**config.mk**
```make
export PLATFORM = sky130hd
export DESIGN_NAME = merge2_sync
export DESIGN_NICKNAME = d
export VERILOG_FILES = /design/src/rtl/noc_sync_pkg.sv /design/src/rtl/sync_fifo.sv /design/src/rtl/merge2_sync.sv
export SDC_FILE = /design/constraint.sdc
export NUM_CORES = 1
export LEC_CHECK = 0
export CORE_ASPECT_RATIO = 1.75
export CORE_MARGIN = 3
export CORE_UTILIZATION = 51
export DETAILED_ROUTE_END_ITERATION = 16
export GPL_TIMING_DRIVEN = 0
export PLACE_DENSITY = 0.81
export SYNTH_ARGS = -nofsm -noshare
export SYNTH_HDL_FRONTEND = slang
export SYNTH_SLANG_ARGS = --single-unit
```
**constraint.sdc**
```tcl
create_clock -name CLK -period 5.2 [get_ports CLK]
set_input_delay 1.04 -clock CLK [delete_from_list [all_inputs] [get_ports CLK]]
set_output_delay 1.04 -clock CLK [all_outputs]
set_load 0.03 [all_outputs]
```
**src/rtl/noc_sync_pkg.sv**
```systemverilog
// Shared types for the synchronous NoC merge/split datapath.
// Flit layout: MSB is the tail flag, remaining bits are payload.
package noc_sync_pkg;

  localparam int FLIT_W = 9;

  typedef logic [FLIT_W-1:0] flit_t;

  typedef enum logic [1:0] {
    IDLE,
    LOCK0,
    LOCK1
  } arb_state_t;

  function automatic logic tail(input flit_t f);
    return f[FLIT_W-1];
  endfunction

endpackage

```
**src/rtl/sync_fifo.sv**
```systemverilog
// Small synchronous FIFO; empty head reads as zero.
// DEPTH must be a power of two so the pointers wrap naturally.
module sync_fifo #(
  parameter int W     = 10,
  parameter int DEPTH = 2
) (
  input  logic         clk_i,
  input  logic         rst_i,
  input  logic         push_i,
  input  logic [W-1:0] din_i,
  input  logic         pop_i,
  output logic [W-1:0] dout_o,
  output logic         empty_o,
  output logic         full_o
);

  localparam int AW = (DEPTH > 1) ? $clog2(DEPTH) : 1;
  localparam int CW = $clog2(DEPTH + 1);

  logic [W-1:0]  mem_q [DEPTH];
  logic [AW-1:0] wr_q, wr_d;
  logic [AW-1:0] rd_q, rd_d;
  logic [CW-1:0] cnt_q, cnt_d;

  always_comb begin
    wr_d  = wr_q;
    rd_d  = rd_q;
    cnt_d = cnt_q + CW'(push_i) - CW'(pop_i);
    if (push_i) wr_d = wr_q + AW'(1);
    if (pop_i)  rd_d = rd_q + AW'(1);
  end

  always_ff @(posedge clk_i or posedge rst_i) begin
    if (rst_i) begin
      wr_q  <= '0;
      rd_q  <= '0;
      cnt_q <= '0;
    end else begin
      wr_q  <= wr_d;
      rd_q  <= rd_d;
      cnt_q <= cnt_d;
    end
  end

  always_ff @(posedge clk_i) begin
    if (push_i) mem_q[wr_q] <= din_i;
  end

  assign empty_o = (cnt_q == '0);
  assign full_o  = (cnt_q == CW'(DEPTH));
  assign dout_o  = empty_o ? '0 : mem_q[rd_q];

endmodule

```
**src/rtl/merge2_sync.sv**
```systemverilog
// Two-input packet merge: packet-granular round-robin onto one
// link, each output flit tagged with the input it came from.
module merge2_sync #(
  parameter int FLIT_W = noc_sync_pkg::FLIT_W,
  parameter int DEPTH  = 2
) (
  input  logic              CLK,
  input  logic              RESET,
  input  logic [FLIT_W-1:0] In0_data,
  input  logic              In0_valid,
  output logic              In0_ready,
  input  logic [FLIT_W-1:0] In1_data,
  input  logic              In1_valid,
  output logic              In1_ready,
  output logic [FLIT_W-1:0] Out_data,
  output logic              Out_sel,
  output logic              Out_valid,
  input  logic              Out_ready
);

  import noc_sync_pkg::*;

  arb_state_t state_q, state_d;
  logic       last_q, last_d;
  logic [1:0] grant_q, grant_d;

  logic            fifo_empty, fifo_full;
  logic            push, pop, can_push;
  logic            xfer0, xfer1, tail0, tail1;
  logic [FLIT_W:0] fifo_din, fifo_dout;

  assign pop      = !fifo_empty && Out_ready;
  assign can_push = !fifo_full || pop;

  assign In0_ready = grant_q[0] && can_push && !RESET;
  assign In1_ready = grant_q[1] && can_push && !RESET;

  assign xfer0 = In0_valid && In0_ready;
  assign xfer1 = In1_valid && In1_ready;
  assign tail0 = In0_data[FLIT_W-1];
  assign tail1 = In1_data[FLIT_W-1];

  assign push     = xfer0 || xfer1;
  assign fifo_din = xfer1 ? {1'b1, In1_data}
                          : {1'b0, In0_data};

  always_comb begin
    state_d = state_q;
    last_d  = last_q;
    grant_d = '0;
    unique case (state_q)
      IDLE: begin
        if (xfer0) begin
          if (tail0) last_d  = 1'b0;
          else       state_d = LOCK0;
        end else if (xfer1) begin
          if (tail1) last_d  = 1'b1;
          else       state_d = LOCK1;
        end
      end
      LOCK0: begin
        if (xfer0 && tail0) begin
          state_d = IDLE;
          last_d  = 1'b0;
        end
      end
      LOCK1: begin
        if (xfer1 && tail1) begin
          state_d = IDLE;
          last_d  = 1'b1;
        end
      end
      default: state_d = IDLE;
    endcase
    // Grant for next cycle follows the lock, else re-arbitrates
    unique case (state_d)
      LOCK0: grant_d = 2'b01;
      LOCK1: grant_d = 2'b10;
      default: begin
        if (In0_valid && In1_valid)
          grant_d = last_d ? 2'b01 : 2'b10;
        else
          grant_d = {In1_valid, In0_valid};
      end
    endcase
  end

  always_ff @(posedge CLK or posedge RESET) begin
    if (RESET) begin
      state_q <= IDLE;
      last_q  <= 1'b1;
      grant_q <= '0;
    end else begin
      state_q <= state_d;
      last_q  <= last_d;
      grant_q <= grant_d;
    end
  end

  sync_fifo #(
    .W     (FLIT_W + 1),
    .DEPTH (DEPTH)
  ) u_buf (
    .clk_i   (CLK),
    .rst_i   (RESET),
    .push_i  (push),
    .din_i   (fifo_din),
    .pop_i   (pop),
    .dout_o  (fifo_dout),
    .empty_o (fifo_empty),
    .full_o  (fifo_full)
  );

  assign Out_valid           = !fifo_empty;
  assign {Out_sel, Out_data} = fifo_dout;

endmodule

```
==> results.py <==
metrics = {
    "grt": {
        "antenna_found_initial": 0,
        "grt_pass1_vias": 1043,
        "globalRouteTotalUtil": 0.1959,
        "grt_pass1_wl_um": 4636,
        "grt.overflow.total": 0,
        "grt_max_degree": 13,
    },
    "status": {
        "status": "completed",
    },
    "setup_path": {
        "timing.rr.start": "u_buf.cnt_q[1]$_DFF_PP0_",
        "end_kind": "primary output",
        "worstSetupStartpointType": "input port",
        "path_class": "in2out",
        "cp.required_ps": 4160,
        "reg2reg_to": "u_buf.mem_q[0][3]$_DFFE_PP_",
        "worstPathArrival_ps": 2740,
        "crit_start": "RESET",
        "cp_max_fo": 12,
        "r2r_slack_ps": 3030,
        "r2r_cells": 4,
        "setup.worst_path.end": "In1_ready",
    },
    "die": {
        "fp.dieArea_um2": 3437,
        "rows": 24,
        "die-height_um": 75.34,
        "initial_utilization": 0.5490,
        "coreArea_um2": 2552,
        "dieWidth_um": 45.63,
        "io_pins": 36,
    },
    "finish": {
        "diodes": 0,
        "drive_above_1_share": 0.1467,
        "final_cell_mix": "clkdlybuf4s50_1, edfxtp_1, nor2_1",
        "fin_nets": 176,
        "area_growth_pct": 33.13,
        "layout_commonest_cell": "clkdlybuf4s50_1",
        "fillerInstances": 184,
    },
    "clock_network": {
        "clkTransAtPathRegs_ps": 50,
        "cts_buffers": 5,
        "clockBufferDepth": 2,
        "cts.sink_count": 29,
        "cts_resized": 0,
        "postCtsSetupBuffers": 0,
        "cts_root_buf": "clkbuf_8",
        "insertion_delay_ps": 280,
        "cts_tree": "yes",
        "h-tree-depth": 2,
        "postCtsHoldBufs": 0,
    },
    "yosys": {
        "syn-cell-area_um2": 1401,
        "synth.avg_cell_area_um2": 13.10,
        "ys_warn_count": 0,
        "ys_seq_area_frac": 0.5902,
        "syn_inst": 107,
        "synth_nets": 134,
        "ys_seq_elements": 29,
        "ys.flop_type": "edfxtp_1",
        "ys_async_sr_fraction": 0.3103,
        "synth_cell_type_count": 30,
        "synth-edff-count": 20,
    },
    "timing": {
        "max_freq_mhz": 264.4,
        "hold_slack_ps": 481.7,
        "rsz0062_at_grt": "no",
        "skew_ps": 7.554,
        "finalCriticalPeriod_ps": 3783,
        "fin_setup_tns_ps": 0,
        "setup_violations": 0,
        "hold_viol": 0,
        "drv_slew": 0,
        "post-route-period-util": 0.7274,
        "timing.slew.headroom": 0.3170,
        "worst_pin_slew_ps": 1024,
    },
    "route": {
        "wire_per_inst_um": 16.40,
        "drtIter0Drc": 31,
        "ant_nets": 0,
        "first_pass_iters": 4,
        "drc": 0,
        "vias_per_cell": 5.540,
        "routed_wl_um": 2886,
        "vias": 975,
    },
    "pwr": {
        "power_density_nw_per_um2": 519.1,
        "total_leakage_power_nw": 0.7721,
        "ir_worst_vdd_mv": 0.4079,
    },
    "job": {
        "drv_cap": 0,
    },
    "placement": {
        "dp_hpwl_um": 2225,
        "gp_congestion": 0.7957,
        "portBuffers": 35,
    },
    "hold_path": {
        "holdPathStages": 1,
        "hp-class": "reg2reg",
    },
}
==> where the power goes <==
part / switching (mW) / total [mW] / internal [mW]
combinational: 0.257 / 0.455 / 0.198
sequential: 0.0307 / 0.343 / 0.312
clock: 0.0804 / 0.170 / 0.0896
total: 0.368 / 0.968 / 0.600
==> worst min path at each step <==
stage	to	slack [ps]	start
2_1_floorplan	state_q[1]$_DFF_PP0_	440	state_q[0]$_DFF_PP0_
3_3_place_gp	state_q[1]$_DFF_PP0_	460	state_q[0]$_DFF_PP0_
3_5_place_dp	state_q[1]$_DFF_PP0_	480	state_q[0]$_DFF_PP0_
4_1_cts	state_q[1]$_DFF_PP0_	490	state_q[0]$_DFF_PP0_
5_1_grt	u_buf.wr_q$_DFFE_PP0N_	510	u_buf.wr_q$_DFFE_PP0N_
6_report	state_q[1]$_DFF_PP0_	480	state_q[0]$_DFF_PP0_
==> critical path: stages <==
cell             delay, ps
clkdlybuf4s50_1        440
inv_1                  350
and3_1                 230
clkdlybuf4s50_1        670
==> final cells by class <==
cell class | count | area [um2] | share of cell area
timing repair buffer | 35 | 350.3 | 0.1878
multi-input combinational | 66 | 524.3 | 0.2810
clock inverter | 3 | 12.51 | 0.006707
tap | 26 | 32.53 | 0.01744
inverter | 9 | 33.78 | 0.01811
sequential | 29 | 827.0 | 0.4433
clock buffer | 5 | 68.82 | 0.03689
buffer | 3 | 16.27 | 0.008719
==> cell families (layout without fill, tap and decap cells) <==
logic type      Yosys count  count (layout)  share of synthesized area
compound gates           10              10                    0.05804
xor+xnor                  4               4                    0.02500
fa+ha+maj                 4               4                    0.03572
mux                      19              19                     0.1429
buf+inv                  12              55                    0.03571
simple gates             29              29                     0.1125
flops                    29              29                     0.5902
==> synthesized netlist by cell type (3+ instances only) <==
master,count,area [um2]
nor2b_1,5,31.28
ha_1,4,50.05
dfrtp_1,8,200.2
mux2i_1,11,110.1
inv_1,9,33.78
nor2_1,12,45.04
edfxtp_1,20,600.6
mux2_2,8,90.09
nand2_1,3,11.26
==> layer usage <==
metal,track usage,vias to the layer above,wire [um]
li1,-,462,-
met1,0.1767,468,941
met2,0.3795,40,1668
met3,0.05910,5,226
met4,0.07818,0,48
met5,0,-,0
==> sequential cells by signal, indices dropped and copies added (netlist names) <==
signal / flops
last_q: 1
u_buf.rd_q: 1
state_q: 2
u_buf.wr_q: 1
u_buf.mem_q: 20
grant_q: 2
u_buf.cnt_q: 2
==> stage by stage <==
step	instances	cell area, um2	utilization	total power, mW	worst slack (ps)
floorplan	107	1401	-	0.6429	2425
global route	176	1866	0.7309	1.026	1320
finish	176	1866	0.7309	0.9684	1418
global placement	168	1784	0.6990	0.7910	1438
detailed placement	168	1784	0.6990	0.8078	1424
CTS	176	1866	0.7309	0.9821	1409
(Power assumes the default switching activity.)
